## config.mk

```make
export PLATFORM = sky130hd
export DESIGN_NAME = seq_det_ctrl
export DESIGN_NICKNAME = d
export VERILOG_FILES = /design/src/rtl/seq_det_ctrl.sv
export SDC_FILE = /design/constraint.sdc
export NUM_CORES = 1
export LEC_CHECK = 0
export CELL_PAD_IN_SITES_DETAIL_PLACEMENT = 0
export CELL_PAD_IN_SITES_GLOBAL_PLACEMENT = 1
export CORE_MARGIN = 1.5
export CORE_UTILIZATION = 38
export DETAILED_ROUTE_END_ITERATION = 16
export GPL_TIMING_DRIVEN = 0
export PLACE_DENSITY = 0.82
export SETUP_SLACK_MARGIN = 0.15
export SLEW_MARGIN = 20
export SYNTH_ARGS = -nofsm -noshare
export SYNTH_HDL_FRONTEND = slang
export SYNTH_SLANG_ARGS = --single-unit
```

## constraint.sdc

```tcl
create_clock -name CLK -period 3.7 [get_ports CLK]
set_input_delay 0.925 -clock CLK [delete_from_list [all_inputs] [get_ports CLK]]
set_output_delay 0.925 -clock CLK [all_outputs]
set_load 0.05 [all_outputs]
```

## src/rtl/seq_det_ctrl.sv

```systemverilog
// Streaming serial pattern detector: accepts parallel words over valid/ready, shifts them
// MSB-first through a programmable pattern window, counts matches and raises a sticky IRQ.
module seq_det_ctrl #(
  parameter int DATA_W = 8,
  parameter int PAT_W  = 4,
  parameter int CNT_W  = 8
) (
  input  logic              CLK,
  input  logic              RESET,
  input  logic              ENABLE,
  input  logic              CFG_WE,
  input  logic [PAT_W-1:0]  CFG_PATTERN,
  input  logic [CNT_W-1:0]  CFG_THRESH,
  input  logic              CFG_OVERLAP,
  input  logic              IN_VALID,
  input  logic [DATA_W-1:0] IN_DATA,
  output logic              IN_READY,
  output logic              BUSY,
  output logic              MATCH,
  output logic [CNT_W-1:0]  MATCH_COUNT,
  output logic              IRQ,
  input  logic              IRQ_CLR
);

  localparam int BC_W   = (DATA_W > 1) ? $clog2(DATA_W) : 1;
  localparam int FILL_W = $clog2(PAT_W + 1);
  localparam logic [PAT_W-1:0] PAT_RST  = PAT_W'(4'b0111);
  localparam logic [FILL_W-1:0] FILL_FULL = FILL_W'(PAT_W);
  localparam logic [CNT_W-1:0] CNT_MAX  = {CNT_W{1'b1}};

  typedef enum logic {IDLE, SHIFT} state_t;

  state_t              state, state_next;
  logic [DATA_W-1:0]   shreg;
  logic [BC_W-1:0]     bitcnt;
  logic [PAT_W-1:0]    window, win_next;
  logic [FILL_W-1:0]   fill, fill_base, fill_next;
  logic [PAT_W-1:0]    pattern;
  logic [CNT_W-1:0]    thresh;
  logic                overlap;
  logic                match_q, match_next;
  logic [CNT_W-1:0]    count;
  logic                irq_q;

  logic accept, load, shifting, last_bit, cfg_take, count_inc, irq_set;

  assign shifting = (state == SHIFT);
  assign last_bit = (bitcnt == '0);
  assign IN_READY = ENABLE && ((state == IDLE) || (shifting && last_bit));
  assign accept   = IN_VALID && IN_READY;
  // Configuration only lands between words; a simultaneous accept takes priority.
  assign cfg_take = CFG_WE && (state == IDLE) && !accept;

  // NOTE: every always_comb output gets a default first so no latch is inferred.
  always_comb begin
    state_next = state;
    load       = 1'b0;
    case (state)
      IDLE: begin
        if (accept) begin
          state_next = SHIFT;
          load       = 1'b1;
        end
      end
      SHIFT: begin
        if (last_bit) begin
          if (accept) load = 1'b1;
          else        state_next = IDLE;
        end
      end
      default: state_next = IDLE;
    endcase
  end

  // In non-overlap mode a flagged match empties the window before the new bit counts.
  always_comb begin
    win_next   = {window[PAT_W-2:0], shreg[DATA_W-1]};
    fill_base  = (!overlap && match_q) ? '0 : fill;
    fill_next  = (fill_base == FILL_FULL) ? fill_base : fill_base + 1'b1;
    match_next = shifting && (fill_next == FILL_FULL) && (win_next == pattern);
    count_inc  = match_next && (count != CNT_MAX);
    irq_set    = count_inc && (thresh != '0) && ((count + 1'b1) == thresh);
  end

  // NOTE: sequential state uses non-blocking assignments only.
  always_ff @(posedge CLK) begin
    if (RESET) begin
      state   <= IDLE;
      shreg   <= '0;
      bitcnt  <= '0;
      window  <= '0;
      fill    <= '0;
      pattern <= PAT_RST;
      thresh  <= '0;
      overlap <= 1'b1;
      match_q <= 1'b0;
      count   <= '0;
      irq_q   <= 1'b0;
    end else begin
      state   <= state_next;
      match_q <= match_next;

      if (load) begin
        shreg  <= IN_DATA;
        bitcnt <= BC_W'(DATA_W - 1);
      end else if (shifting) begin
        shreg <= {shreg[DATA_W-2:0], 1'b0};
        if (!last_bit) bitcnt <= bitcnt - 1'b1;
      end

      if (cfg_take) begin
        pattern <= CFG_PATTERN;
        thresh  <= CFG_THRESH;
        overlap <= CFG_OVERLAP;
        window  <= '0;
        fill    <= '0;
        count   <= '0;
        irq_q   <= 1'b0;
      end else begin
        if (shifting) begin
          window <= win_next;
          fill   <= fill_next;
        end
        if (count_inc) count <= count + 1'b1;
        // Set beats clear when both land on the same edge.
        if (irq_set)      irq_q <= 1'b1;
        else if (IRQ_CLR) irq_q <= 1'b0;
      end
    end
  end

  assign BUSY        = shifting;
  assign MATCH       = match_q;
  assign MATCH_COUNT = count;
  assign IRQ         = irq_q;

endmodule

```

* Word-level counts from Yosys, hierarchy flattened
Cells that the tools add are included. Widths: inputs -> output; s select.
Word-level totals: bits in registers 41, output and inout port bits 12, input port bits 27
Operators by class: reductions and logical operators 20, bitwise logic cells 1, $add $sub $neg 3, muxes and demuxes 14, equal/unequal tests 6
Operator list (count):
- $mux 8 | 2
- $mux 3 | 5
- $logic_and 1x1->1 | 11
- $add 8x1->8 const B | 1
- $eq 8x8->1 | 1
- $ne 8x8->1 const B | 1
- $reduce_bool 8->1 | 1
- $eq 3x3->1 const B | 2
- $mux 1 | 5
- $eq 4x4->1 | 1
- $pmux 1 s2 | 2
- $reduce_bool 2->1 | 2
- $add 3x1->3 const B | 1
- $logic_not 3->1 | 1
- $sub 3x1->3 const B | 1
- $logic_not 1->1 | 2
- $ne 2x2->1 const B | 1
- $reduce_and 2->1 | 1
- $reduce_or 2->1 | 1
- $logic_or 1x1->1 | 1
- $not 1->1 | 1

* Logic depth before layout (Yosys ltp)
depth in word-level cells 12, gate-level depth with buffers 10

* Least setup slack after synthesis
No wires, ideal clock.
kind register -> register, start reg match_q, in the netlist MATCH, end reg count[4], in the netlist MATCH_COUNT[4], cell stages (with the launch flop) 9, clock period less this slack 3077 ps, arrival time 3007 ps, setup slack 623 ps, setup time 70 ps, path through dfxtp_1 nand2b_1 and2_1 ha_1 and3b_4 or4_4 or4b_4 or4_1 a21oi_1
Between the ends: cells in the longest elaborated chain, start to end 8, elaborated cells on any way between the ends 9, classes of those cells 1 x add/sub; 2 x eq/ne; 2 x mux; 4 x reduce/logical
Ends and longest elaborated chain:
- start: declaration | line 41 | logic match_q, match_next;
- start signal: assignment | line 101 | match_q <= match_next;
- $logic_and 1x1->1 (*) | line 78 | fill_base = (!overlap && match_q) ? '0 : fill;
- $mux 3 (*) | line 78
- $add 3x1->3 / $eq 3x3->1 (equally long branches) | line 79 | fill_next = (fill_base == FILL_FULL) ? fill_base : fill_base + 1'b1;
- $mux 3 (*) | line 79
- $eq 3x3->1 (*) | line 80 | match_next = shifting && (fill_next == FILL_FULL) && (win_next == pattern);
- $logic_and 1x1->1 (*) (2 in series) | line 80
- $logic_and 1x1->1 (*) | line 81 | count_inc = match_next && (count != CNT_MAX);
- end signal: assignment | line 124 | if (count_inc) count <= count + 1'b1;
- end: declaration | line 42 | logic [CNT_W-1:0] count;
Mark *: on every way between the ends. The rest lies on a longest branch, timed or not. A chain may end at the register's enable or synchronous reset.

* Worst setup path after layout
start in ENABLE, end out IN_READY
Between the ends: cells in the longest elaborated chain, start to end 1
Ends and longest elaborated chain:
- start: declaration | line 10 | input logic ENABLE,
- $logic_and 1x1->1 | line 49 | assign IN_READY = ENABLE && ((state == IDLE) || (shifting && last_bit));
- end: declaration | line 17 | output logic IN_READY,
No other way between the ends.

==> metrics.md <==
| Metric | Value |
|---|---|
| Status | `finished, final reports clean` |
| Slew at the pin closest to its max-slew limit | `785 ps` |
| Global placer's final weighted congestion | `0.766` |
| Post-synth EDFFs | `0` |
| Minimum clock period | `3260 ps` |
| Comb pwr share | `15.6%` |
| CTS Buf Count | `5` |
| Leading cell types in the layout, fill and taps excluded | `dfxtp_1, clkdlybuf4s50_1, nor2_1, mux2i_1, a21oi_1` |
| First-pass GRT wire length | `7450 um` |
| Max Cap Viol | `0` |
| Buf+Inv Stages, Crit Path | `2` |
| Core Region | `5140 um2` |
| Instance count on the critical path | `3` |
| Total Routing Usage GR | `15.9%` |
| Lkg Pwr | `0.917 nW` |
| Cells after Synth | `227` |
| Critical path class | `input pin to output port` |
| Max rail drop VDD | `223 uV` |
| Largest net degree at the start of global routing | `14` |
| Sinks on Clock Net | `41` |
| Clock transition at path regs | `80 ps` |
| Min-Delay Path Class | `flip-flop to flip-flop` |
| Slowest stage delay, CP | `800 ps` |
| Worst Path Required | `2770 ps` |
| Worst Skew | `4.37 ps` |
| I/O Pins | `39` |
| Post-route ant nets | `0` |
| Critical path peak fanout | `2` |
| FF+latch count, synth | `41` |
| H-tree depth | `2` |
| Internal | `671 uW` |
| Drt first pass iters | `4` |
| DR WL/cell | `12.7 um` |
| DIE HEIGHT | `76.1 um` |
| RSZ-0062 raised after global routing | `false` |
| Post-route setup slack | `441 ps` |
| Die X | `76.1 um` |
| Max clock buf depth | `2` |
| Via count | `1705` |
| Post-Layout Cell Count | `342` |
| CP startpoint kind | `input pin` |
| Setup Buffers After CTS | `0` |
| CP most frequent cell | `clkdlybuf4s50_1` |
| Dominant synthesized flop cell | `dfxtp_1` |
| CTS tree | `built` |
| Initial Utilization | `39.5%` |
| Pwr dens | `353 nW/um2` |
| Worst relative slew slack | `46.9%` |
| Sequential cell area fraction in the yosys report | `40.4%` |
| FMAX | `0.307 GHz` |
| DPL Wire Length | `3320 um` |
| Worst-path cell chain | `clkdlybuf4s50_1 -> and2_1 -> clkdlybuf4s50_1` |
| Critical Path AT | `2330 ps` |
| Remaining DRCs | `0` |
| Grt total ovfl | `0` |
| Yosys warns | `0` |
| Placement Setup Slack | `428 ps` |
| Core Rows | `26` |
| Synth cell types | `40` |
| Top delay family on crit path | `buffers and inverters` |
| Nets@finish | `303` |
| Net Count, Synth | `259` |
| Initial antenna violation count | `0` |
| Detailed router's first-iteration violation count | `77` |
| Commonest non-fill, non-tap cell in the layout | `dfxtp_1` |
| Cts hold-fix bufs | `0` |
| Area growth syn-to-layout | `26.8%` |
| Fin. max-slew vios | `0` |
| Total wire length | `4350 um` |
| Diode count | `0` |
| Final setup viols | `0` |
| Cells after DPL | `334` |
| Mean post-synth cell area | `8.95 um2` |
| Port bufs | `37` |
| Async set-reset flop share out of synthesis | `0%` |
| Area of the mapped netlist | `2030 um2` |
| P_sw | `239 uW` |
| Setup TNS | `0 ps` |
| Switching Fraction | `26.2%` |
| Root Buffer | `clkbuf_8` |
| Hold-critical path depth | `2` |
| Highest-delay cell along the critical path | `clkdlybuf4s50_1` |
| Clk network pwr share | `31.7%` |
| Final Hold Viols | `0` |
| Vias in the first global route | `1569` |
| Share of cells above drive strength 1 | `5.15%` |
| R2R setup slack | `790 ps` |
| Smallest hold slack | `514 ps` |
| Vias/cell | `4.99` |
| Reg2reg path depth | `10` |
| Die ar. | `5800 um2` |
| Reg power frac | `52.7%` |
| Post-CTS sizing | `0` |
| Crit. End Element | `output port` |
| Tcrit/Tclk final | `88.1%` |
| Clock Latency Late Sink | `290 ps` |
registers in the layout, summed over array words and instances, names as in the netlist:
register and cells:
overlap 1, BUSY 1, bitcnt 3, MATCH_COUNT 8, pattern 4, window 3
thresh 8, shreg 8, IRQ 1, MATCH 1, fill 3
routing by layer:
layer	wire length, um	share of wire [%]	track usage, %	up-vias
met4	54	1.2	6.11	0
met2	1960	45	23.5	24
met3	137	3.1	3.11	5
met1	2200	51	22.7	778
met5	0	0	0	-
li1	-	-	-	898
cell type report:
| cell class | instances | area (um2) |
|---|---|---|
| Buffer | 12 | 47.5 |
| Clock buffer | 6 | 72.6 |
| Clock inverter | 2 | 15.0 |
| Fill cell | 516 | 2560 |
| Inverter | 9 | 33.8 |
| Multi-Input combinational cell | 165 | 1130 |
| Sequential cell | 41 | 821 |
| Tap cell | 70 | 87.6 |
| Timing Repair Buffer | 37 | 370 |
final timing paths:
| path | startpoint | endpoint |
|---|---|---|
| min reg2reg | fill[1]$_SDFFE_PP0P_ | fill[1]$_SDFFE_PP0P_ |
| max reg2reg | overlap$_SDFFE_PP1P_ | MATCH_COUNT[2]$_SDFFE_PP0P_ |
| max | ENABLE | IN_READY |
| min | fill[1]$_SDFFE_PP0P_ | fill[1]$_SDFFE_PP0P_ |
per-stage QoR:
step                      area [um2]  util (%)  power [mW]
after floorplan                 2030         -       0.580
after global placement          2490      48.4       0.630
after detailed placement        2490      48.4       0.632
after CTS                       2580      50.1       0.920
after global routing            2580      50.1       0.960
final                           2580      50.1       0.909
cell usage after synthesis, types with 5 or more instances:
master    instances  area, um2
nand2_1           7       26.3
ha_1              5       62.6
xnor2_1           7       61.3
mux2i_1          22        220
a211oi_1          9       67.6
nor2b_1           6       37.5
clkbuf_1          9       33.8
dfxtp_1          41        821
inv_1             9       33.8
xor2_1            6       52.6
nor2_1           31        116
a21oi_1          17       85.1
worst register-to-register path: stages (launching register included):
cell	delay [ps]
dfxtp_1	310
nand2b_1	200
and2_1	200
inv_1	60
ha_1	180
and3b_4	230
or4_4	510
or4b_4	510
buf_2	200
or3_1	310
a21oi_1	160
power by group through the flow:
stage | Sequential [mW] | Clock [mW] | Combinational, mW
6_report | 0.479 | 0.289 | 0.142
5_1_grt | 0.481 | 0.322 | 0.156
4_1_cts | 0.479 | 0.297 | 0.144
3_5_place_dp | 0.489 | 0 | 0.143
3_3_place_gp | 0.488 | 0 | 0.141
2_1_floorplan | 0.487 | 0 | 0.0922
cell families after synthesis:
family	count (synthesis)	synth area share [%]
xor gates and xnor gates	13	5.60
muxes	22	10.8
buffers and inverters	21	4.00
and+or+nand+nor	79	21.2
AOI/OAI and AO/OA	46	14.9
DFF	41	40.4
adders and majority gates	5	3.08
No activity file was read; power rests on OpenSTA's default activity.
